===== config.mk =====
export PLATFORM = sky130hd
export DESIGN_NAME = alien_march_scheduler_flat
export DESIGN_NICKNAME = d
export VERILOG_FILES = /design/src/rtl/alien_march_scheduler_pkg.sv /design/src/rtl/alien_march_scheduler_if.sv /design/src/rtl/alien_march_scheduler_frame_divider.sv /design/src/rtl/alien_march_scheduler.sv /design/src/flat_wrapper.sv
export SDC_FILE = /design/constraint.sdc
export NUM_CORES = 1
export LEC_CHECK = 0
export CORE_MARGIN = 10
export CORE_UTILIZATION = 53
export CTS_BUF_LIST = sky130_fd_sc_hd__clkbuf_8
export CTS_CLUSTER_DIAMETER = 150
export CTS_CLUSTER_SIZE = 16
export DETAILED_ROUTE_END_ITERATION = 8
export PLACE_DENSITY_LB_ADDON = 0.05
export SETUP_SLACK_MARGIN = 0.1
export SLEW_MARGIN = 5
export SYNTH_ARGS = -nofsm -noshare
export SYNTH_HDL_FRONTEND = slang
export SYNTH_SLANG_ARGS = --single-unit

===== constraint.sdc =====
create_clock -name Clk -period 2.64 [get_ports Clk]
set_clock_uncertainty 0.1 [all_clocks]
set_input_delay 0.396 -clock Clk [delete_from_list [all_inputs] [get_ports Clk]]
set_output_delay 0.396 -clock Clk [all_outputs]
set_load 0.01 [all_outputs]

===== src/rtl/alien_march_scheduler_pkg.sv =====
// Shared definitions for the alien march scheduler.
// - game_state_e : game-phase encoding, also driven out on Game_State
// - counter widths and default timing constants
// - step_period(): frames-per-step for a given live alien count
package alien_march_scheduler_pkg;

  typedef enum logic [2:0] {
    ST_IDLE       = 3'd0,
    ST_MARCH      = 3'd1,
    ST_PAUSED     = 3'd2,
    ST_WAVE_CLEAR = 3'd3,
    ST_GAME_OVER  = 3'd4
  } game_state_e;

  localparam int FRAME_CNT_W    = 7;
  localparam int WAVE_CNT_W     = 8;
  localparam int ALIVE_W        = 6;
  localparam int MIN_PERIOD_DEF = 2;
  localparam int WAVE_DELAY_DEF = 120;
  localparam int MAX_ALIVE_DEF  = 55;
  localparam logic [3:0] WAVE_NUM_MAX = 4'd15;

  // Largest result is 2 + 63 = 65, so 7 bits never overflow.
  function automatic logic [FRAME_CNT_W-1:0] step_period(
    input int                 min_period,
    input logic [ALIVE_W-1:0] alive
  );
    return FRAME_CNT_W'(min_period) + {1'b0, alive};
  endfunction

endpackage


===== src/rtl/alien_march_scheduler_if.sv =====
// Signal bundle between the scheduler and its neighbours.
// Inputs to the scheduler : Frame_Tick, Start, Pause, AliensAlive, Reached_Bottom
// Outputs of the scheduler: Step_En, Anim_Frame, Step_Note, Wave_Restart,
//                           Game_State, Wave_Num
// master = environment side (frame tick generator, collision logic, mover)
// slave  = scheduler side
// Handshake: there is no back-pressure. Step_En and Wave_Restart are
// single-cycle pulses; the consumer must act on every cycle they are high.
interface alien_march_scheduler_if;
  import alien_march_scheduler_pkg::*;

  logic               Frame_Tick;
  logic               Start;
  logic               Pause;
  logic [ALIVE_W-1:0] AliensAlive;
  logic               Reached_Bottom;
  logic               Step_En;
  logic               Anim_Frame;
  logic [1:0]         Step_Note;
  logic               Wave_Restart;
  logic [2:0]         Game_State;
  logic [3:0]         Wave_Num;

  modport master (
    output Frame_Tick, Start, Pause, AliensAlive, Reached_Bottom,
    input  Step_En, Anim_Frame, Step_Note, Wave_Restart, Game_State, Wave_Num
  );

  modport slave (
    input  Frame_Tick, Start, Pause, AliensAlive, Reached_Bottom,
    output Step_En, Anim_Frame, Step_Note, Wave_Restart, Game_State, Wave_Num
  );
endinterface


===== src/rtl/alien_march_scheduler_frame_divider.sv =====
// Counts qualified frame ticks against a limit.
// Ports: clk, rst_n (sync active-low), clear (zero the count, wins over tick),
//        tick (qualified frame tick), limit (ticks per period),
//        done (combinational: this tick completes the period; count wraps to 0).
module alien_march_scheduler_frame_divider #(
  parameter int W = 7
) (
  input  logic         clk,
  input  logic         rst_n,
  input  logic         clear,
  input  logic         tick,
  input  logic [W-1:0] limit,
  output logic         done
);

  logic [W-1:0] count_q, count_d;
  logic [W:0]   next_cnt;

  // One extra bit so the compare is immune to wrap at the top of the range.
  assign next_cnt = {1'b0, count_q} + {{W{1'b0}}, 1'b1};
  assign done     = tick && (next_cnt >= {1'b0, limit});

  always_comb begin
    count_d = count_q;
    if (clear) begin
      count_d = '0;
    end else if (tick) begin
      count_d = done ? '0 : next_cnt[W-1:0];
    end
  end

  always_ff @(posedge clk) begin
    if (!rst_n) count_q <= '0;
    else        count_q <= count_d;
  end

endmodule


===== src/rtl/alien_march_scheduler.sv =====
// Alien formation march scheduler and game-phase FSM.
// Ports: Clk, Reset_n (sync active-low), bus (slave side of
// alien_march_scheduler_if). Game_State exposes the FSM state directly.
// All outputs are registered: a qualifying Frame_Tick produces Step_En on the
// following cycle, and the step period is relatched only when a step fires.
module alien_march_scheduler
  import alien_march_scheduler_pkg::*;
#(
  parameter int MIN_PERIOD = MIN_PERIOD_DEF,
  parameter int WAVE_DELAY = WAVE_DELAY_DEF,
  parameter int MAX_ALIVE  = MAX_ALIVE_DEF
) (
  input logic                  Clk,
  input logic                  Reset_n,
  alien_march_scheduler_if.slave bus
);

  localparam logic [ALIVE_W-1:0]    FULL_ALIVE = ALIVE_W'(MAX_ALIVE);
  localparam logic [WAVE_CNT_W-1:0] WAVE_LIM   = WAVE_CNT_W'(WAVE_DELAY);

  game_state_e            state_q, state_d;
  logic                   start_q;
  logic                   step_en_q, step_en_d;
  logic                   anim_q, anim_d;
  logic [1:0]             note_q, note_d;
  logic                   restart_q, restart_d;
  logic [3:0]             wave_num_q, wave_num_d;
  logic [FRAME_CNT_W-1:0] period_q, period_d;

  logic start_rise;
  logic alive_zero;
  logic march_tick, march_clear, march_done;
  logic wave_tick, wave_clear, wave_done;

  // Start must be released and reasserted to leave IDLE.
  assign start_rise = bus.Start && !start_q;
  assign alive_zero = (bus.AliensAlive == '0);

  // March counter only advances in MARCH when no higher-priority exit applies.
  assign march_tick  = (state_q == ST_MARCH) && !bus.Reached_Bottom && !alive_zero
                       && !bus.Pause && bus.Frame_Tick;
  assign wave_clear  = (state_q == ST_MARCH) && !bus.Reached_Bottom && alive_zero;
  assign wave_tick   = (state_q == ST_WAVE_CLEAR) && bus.Frame_Tick;
  assign march_clear = ((state_q == ST_IDLE) && start_rise) || wave_clear
                       || ((state_q == ST_WAVE_CLEAR) && wave_done);

  alien_march_scheduler_frame_divider #(.W(FRAME_CNT_W)) u_march_div (
    .clk   (Clk),
    .rst_n (Reset_n),
    .clear (march_clear),
    .tick  (march_tick),
    .limit (period_q),
    .done  (march_done)
  );

  alien_march_scheduler_frame_divider #(.W(WAVE_CNT_W)) u_wave_div (
    .clk   (Clk),
    .rst_n (Reset_n),
    .clear (wave_clear),
    .tick  (wave_tick),
    .limit (WAVE_LIM),
    .done  (wave_done)
  );

  // State register (plus registered outputs)
  always_ff @(posedge Clk) begin
    if (!Reset_n) begin
      state_q    <= ST_IDLE;
      start_q    <= 1'b0;
      step_en_q  <= 1'b0;
      anim_q     <= 1'b0;
      note_q     <= 2'd0;
      restart_q  <= 1'b0;
      wave_num_q <= 4'd0;
      period_q   <= '0;
    end else begin
      state_q    <= state_d;
      start_q    <= bus.Start;
      step_en_q  <= step_en_d;
      anim_q     <= anim_d;
      note_q     <= note_d;
      restart_q  <= restart_d;
      wave_num_q <= wave_num_d;
      period_q   <= period_d;
    end
  end

  // Next-state logic
  always_comb begin
    state_d = state_q;
    unique case (state_q)
      ST_IDLE: if (start_rise) state_d = ST_MARCH;
      ST_MARCH: begin
        if (bus.Reached_Bottom) state_d = ST_GAME_OVER;
        else if (alive_zero)    state_d = ST_WAVE_CLEAR;
        else if (bus.Pause)     state_d = ST_PAUSED;
      end
      ST_PAUSED: begin
        if (bus.Reached_Bottom) state_d = ST_GAME_OVER;
        else if (!bus.Pause)    state_d = ST_MARCH;
      end
      ST_WAVE_CLEAR: if (wave_done) state_d = ST_MARCH;
      ST_GAME_OVER:  if (bus.Start) state_d = ST_IDLE;
      default:       state_d = ST_IDLE;
    endcase
  end

  // Output logic
  always_comb begin
    step_en_d  = 1'b0;
    restart_d  = 1'b0;
    anim_d     = anim_q;
    note_d     = note_q;
    wave_num_d = wave_num_q;
    period_d   = period_q;
    unique case (state_q)
      ST_IDLE: begin
        if (start_rise) begin
          restart_d = 1'b1;
          period_d  = step_period(MIN_PERIOD, FULL_ALIVE);
        end
      end
      ST_MARCH: begin
        if (march_done) begin
          step_en_d = 1'b1;
          anim_d    = ~anim_q;
          note_d    = note_q + 2'd1;
          period_d  = step_period(MIN_PERIOD, bus.AliensAlive);
        end
      end
      ST_WAVE_CLEAR: begin
        if (wave_done) begin
          restart_d = 1'b1;
          period_d  = step_period(MIN_PERIOD, FULL_ALIVE);
          if (wave_num_q != WAVE_NUM_MAX) wave_num_d = wave_num_q + 4'd1;
        end
      end
      ST_GAME_OVER: begin
        if (bus.Start) wave_num_d = 4'd0;
      end
      default: ;
    endcase
  end

  assign bus.Step_En      = step_en_q;
  assign bus.Anim_Frame   = anim_q;
  assign bus.Step_Note    = note_q;
  assign bus.Wave_Restart = restart_q;
  assign bus.Game_State   = state_q;
  assign bus.Wave_Num     = wave_num_q;

endmodule


===== src/flat_wrapper.sv =====
// flat-port wrapper written by rule: the top's interface ports become plain ports
module alien_march_scheduler_flat import alien_march_scheduler_pkg::*;
#(
  parameter int MIN_PERIOD = MIN_PERIOD_DEF,
  parameter int WAVE_DELAY = WAVE_DELAY_DEF,
  parameter int MAX_ALIVE  = MAX_ALIVE_DEF
)
  (Clk, Reset_n, bus_Frame_Tick, bus_Start, bus_Pause, bus_AliensAlive, bus_Reached_Bottom, bus_Step_En, bus_Anim_Frame, bus_Step_Note, bus_Wave_Restart, bus_Game_State, bus_Wave_Num);
  alien_march_scheduler_if bus_i ();
  input logic Clk;
  input logic Reset_n;
  input wire logic [$bits(bus_i.Frame_Tick)-1:0] bus_Frame_Tick;
  input wire logic [$bits(bus_i.Start)-1:0] bus_Start;
  input wire logic [$bits(bus_i.Pause)-1:0] bus_Pause;
  input wire logic [$bits(bus_i.AliensAlive)-1:0] bus_AliensAlive;
  input wire logic [$bits(bus_i.Reached_Bottom)-1:0] bus_Reached_Bottom;
  output wire logic [$bits(bus_i.Step_En)-1:0] bus_Step_En;
  output wire logic [$bits(bus_i.Anim_Frame)-1:0] bus_Anim_Frame;
  output wire logic [$bits(bus_i.Step_Note)-1:0] bus_Step_Note;
  output wire logic [$bits(bus_i.Wave_Restart)-1:0] bus_Wave_Restart;
  output wire logic [$bits(bus_i.Game_State)-1:0] bus_Game_State;
  output wire logic [$bits(bus_i.Wave_Num)-1:0] bus_Wave_Num;
  assign bus_i.Frame_Tick = bus_Frame_Tick;
  assign bus_i.Start = bus_Start;
  assign bus_i.Pause = bus_Pause;
  assign bus_i.AliensAlive = bus_AliensAlive;
  assign bus_i.Reached_Bottom = bus_Reached_Bottom;
  assign bus_Step_En = bus_i.Step_En;
  assign bus_Anim_Frame = bus_i.Anim_Frame;
  assign bus_Step_Note = bus_i.Step_Note;
  assign bus_Wave_Restart = bus_i.Wave_Restart;
  assign bus_Game_State = bus_i.Game_State;
  assign bus_Wave_Num = bus_i.Wave_Num;
  alien_march_scheduler #(.MIN_PERIOD(MIN_PERIOD), .WAVE_DELAY(WAVE_DELAY), .MAX_ALIVE(MAX_ALIVE)) u_core (.Clk(Clk), .Reset_n(Reset_n), .bus(bus_i));
endmodule

==> impl_metrics.csv <==
group,metric,value,unit
clocking,cts.sinks,35,
grt,gr-usage-all-layers,14.9,%
grt,grt_max_degree,12,
logic_synthesis,synth_top_area_cell,"dfxtp_1",
clocking,worstSkewPairLatency,0.29,ns
timing,worstMarginPinSlew,0.645,ns
pwr,switching_share,31.8,%
pwr,power_frac_comb,32.3,%
logic_synthesis,synth.area.top_cells,"dfxtp_1, ha_1, nand3_1",
logic_synthesis,ys_types,53,
timing,slew_viol_final,0,
routing,vias_per_cell,5.80,
worst_setup_path,crit_chain,"ha_4 -> and3_4 -> nand3_2 -> xnor2_2 -> ha_1 -> and3_4 -> o211a_4 -> o21bai_4 -> mux2_4 -> a21oi_2",
logic_synthesis,syn_area_per_cell,8.14,µm²
pwr,vdd_drop_max,0.000257,V
grt,grt_pass1_vias,2145,
timing,setup_tns,0,ns
cells_and_area,drive_gt1_share,19.5,%
logic_synthesis,synth.cell_area,2200,µm²
worst_setup_path,critPathLaunchType,"flop",
logic_synthesis,ys_warn_count,0,
routing,wirelength,5460,µm
timing,rsz0062_at_grt,"true",
floorplan,die_h,84.4,µm
worst_setup_path,cp_num_buf_inv,0,
pwr,power.internal,0.962,mW
worst_setup_path,critPathMaxFanout,8,
floorplan,core_region_area,4000,µm²
cells_and_area,diodes,0,
floorplan,initial_core_util,55.0,%
logic_synthesis,yosys.area.top_type_share,31.9,%
routing,wl_per_cell,14.6,µm
min_path,min_path_type,"flop to flop",
timing,final.min_clock_period,2.55,ns
cells_and_area,fin_util,71.5,%
outcome,outcome,"complete, no violations",
routing,drtPass1Iterations,4,
clocking,path_clk_slew,0.07,ns
logic_synthesis,ys_seq_elements,35,
cells_and_area,fillCellCount,318,
placed_design,dp_hpwl,3940,µm
timing,period_share,96.7,%
worst_setup_path,critPathMaxStageDelay,0.38,ns
routing,wl_met3,256,µm
worst_setup_path,crit_arrival,2.67,ns
floorplan,ios,24,
routing,drc_errors,0,
cells_and_area,nNetsFinal,346,
timing,slew_headroom,56.7,%
placed_design,numPortBuffers,23,
routing,top_layer,"met4",
worst_setup_path,criticalPathCategory,"flop to flop",
cells_and_area,syn2layout_area_growth,30.1,%
routing,first_iter_violations,82,
clocking,clockBufferDepth,2,
floorplan,die_w,84.4,µm
worst_setup_path,slowest_stage,"dfxtp_4",
pwr,p_leak,1.09,nW
pwr,switching_power,0.449,mW
placed_design,globalplace.congestion,0.853,
worst_setup_path,path_delay_family,"compound AO/OA/AOI/OAI gates",
clocking,cts_root_buf,"clkbuf_8",
timing,timing.hold.ws,0.388,ns
clocking,numCtsBuffers,5,
grt,overflow,0,
routing,ant_nets,0,
timing,hold_viol_final,0,
clocking,htreeDepth,2,
flow_run,cap_violations,0,
floorplan,rows,23,
worst_setup_path,cp-end-kind,"flop",
routing,wl_met1,2420,µm
worst_setup_path,critPathRequiredTime,2.76,ns
timing,finalSetupViolations,0,
routing,vias,2165,
pwr,power_frac_clock,26.4,%
timing,fmax,392,MHz
logic_synthesis,syn_inst,270,
clocking,cts_tree,"yes",
grt,grt_pass1_wl,9160,µm
pwr,seqPwrFrac,41.3,%
logic_synthesis,syn_nets,294,
grt,grt_antenna_before_repair,0,
logic_synthesis,synth.yosys.seq_area_share,31.9,%
routing,route.met2.wl,2710,µm
placed_design,pre_cts_ws,0.0128,ns
floorplan,design.die.area,7120,µm²
worst_setup_path,cp_common_cell,"and3_4",
timing,fin_ws,0.0878,ns
pwr,power_density,493,nW/µm²
## metrics by stage
step | std cells | instance area, µm² | power, mW
floorplan | 270 | 2200 | 0.857
global placement | 362 | 2650 | 1.01
detailed placement | 362 | 2650 | 1.01
CTS | 371 | 2770 | 1.38
global route | 373 | 2860 | 1.49
finish | 373 | 2860 | 1.41
## routing by layer
layer | vias up | track usage (%)
met5 | - | 0
met4 | 0 | 5.09
met3 | 8 | 3.67
met2 | 40 | 26.3
met1 | 1021 | 16.9
li1 | 1096 | -
## power by group through the flow
stage / Sequential (mW) / Combinational, mW / Clock (mW)
global route: 0.584 / 0.508 / 0.398
floorplan: 0.598 / 0.259 / 0
finish: 0.582 / 0.456 / 0.373
global placement: 0.594 / 0.412 / 0
CTS: 0.583 / 0.418 / 0.381
detailed placement: 0.596 / 0.414 / 0
## cell families after synthesis
| family | share of synthesized area, % |
|---|---|
| xor+xnor | 3.98 |
| flops | 31.9 |
| compound gates | 21.8 |
| simple gates | 26.8 |
| buf+inv | 4.50 |
| mux | 4.21 |
| fa+ha+maj | 6.83 |
## flip-flops by register name, summed over array words and instances (netlist names)
register                    flops
u_core.bus.Step_Note            2
u_core.bus.Wave_Restart         1
u_core.u_wave_div.count_q       8
u_core.bus.Game_State           3
u_core.u_march_div.count_q      7
u_core.start_q                  1
u_core.period_q                 7
u_core.bus.Anim_Frame           1
u_core.bus.Wave_Num             4
u_core.bus.Step_En              1
## synth_stat cells (all sizes together)
| library cell | instances |
|---|---|
| a211oi | 6 |
| a21boi | 1 |
| a21o | 1 |
| a21oi | 18 |
| a22oi | 1 |
| a2bb2oi | 1 |
| a311oi | 1 |
| a31oi | 1 |
| a41oi | 3 |
| and2 | 2 |
| and3 | 12 |
| and4b | 1 |
| buf | 3 |
| clkbuf | 6 |
| dfxtp | 35 |
| ha | 12 |
| inv | 13 |
| mux2 | 2 |
| mux2i | 7 |
| nand2 | 25 |
| nand3 | 19 |
| nand3b | 1 |
| nand4 | 3 |
| nand4b | 1 |
| nor2 | 22 |
| nor2b | 5 |
| nor3 | 12 |
| nor4 | 4 |
| o211a | 2 |
| o211ai | 2 |
| o21a | 5 |
| o21ai | 18 |
| o21bai | 1 |
| o221a | 4 |
| o22ai | 1 |
| o311ai | 1 |
| o31a | 1 |
| or3 | 1 |
| or3b | 1 |
| or4 | 3 |
| or4b | 2 |
| xnor2 | 6 |
| xor2 | 4 |
## layout by cell type (no fill, tap or decap), types with 5 or more instances in the layout
cell	n
dfxtp_1	32
buf_4	29
nand2_1	24
clkdlybuf4s50_1	23
nor2_1	22
nand3_1	17
inv_1	15
a21oi_1	15
o21ai_0	14
nor3_1	11
ha_1	11
and3_1	9
mux2i_1	7
nor2b_1	5
o21a_1	5
clkbuf_8	5
## final timing paths
path                                                     from                     end  slack, ns  cells after the start
worst max-delay path            u_core.u_march_div.count_q[1]      u_core.period_q[1]       0.09                     10
worst min-delay path                   u_core.bus.Wave_Num[3]  u_core.bus.Wave_Num[3]       0.39                      1
worst max register to register  u_core.u_march_div.count_q[1]      u_core.period_q[1]       0.09                     10
worst min register to register         u_core.bus.Wave_Num[3]  u_core.bus.Wave_Num[3]       0.39                      1
## timing repair
action / in CTS / in global routing
setup endpoints to repair: 13 / 17
hold buffers: 0 / 0
buffers inserted: 1 / 2
pin swaps: 2 / 9
gates resized for setup: 7 / 17
## area by class of cell
type	instances	area, µm²	area share, %
Clock buffer	5	68.8	2.41
Clock inverter	3	12.5	0.437
Inverter	13	48.8	1.71
Multi-Input combinational cell	213	1490	52.0
Sequential cell	35	709	24.8
Tap cell	50	62.6	2.19
Timing Repair Buffer	54	470	16.4
(Power assumes the default switching activity.)
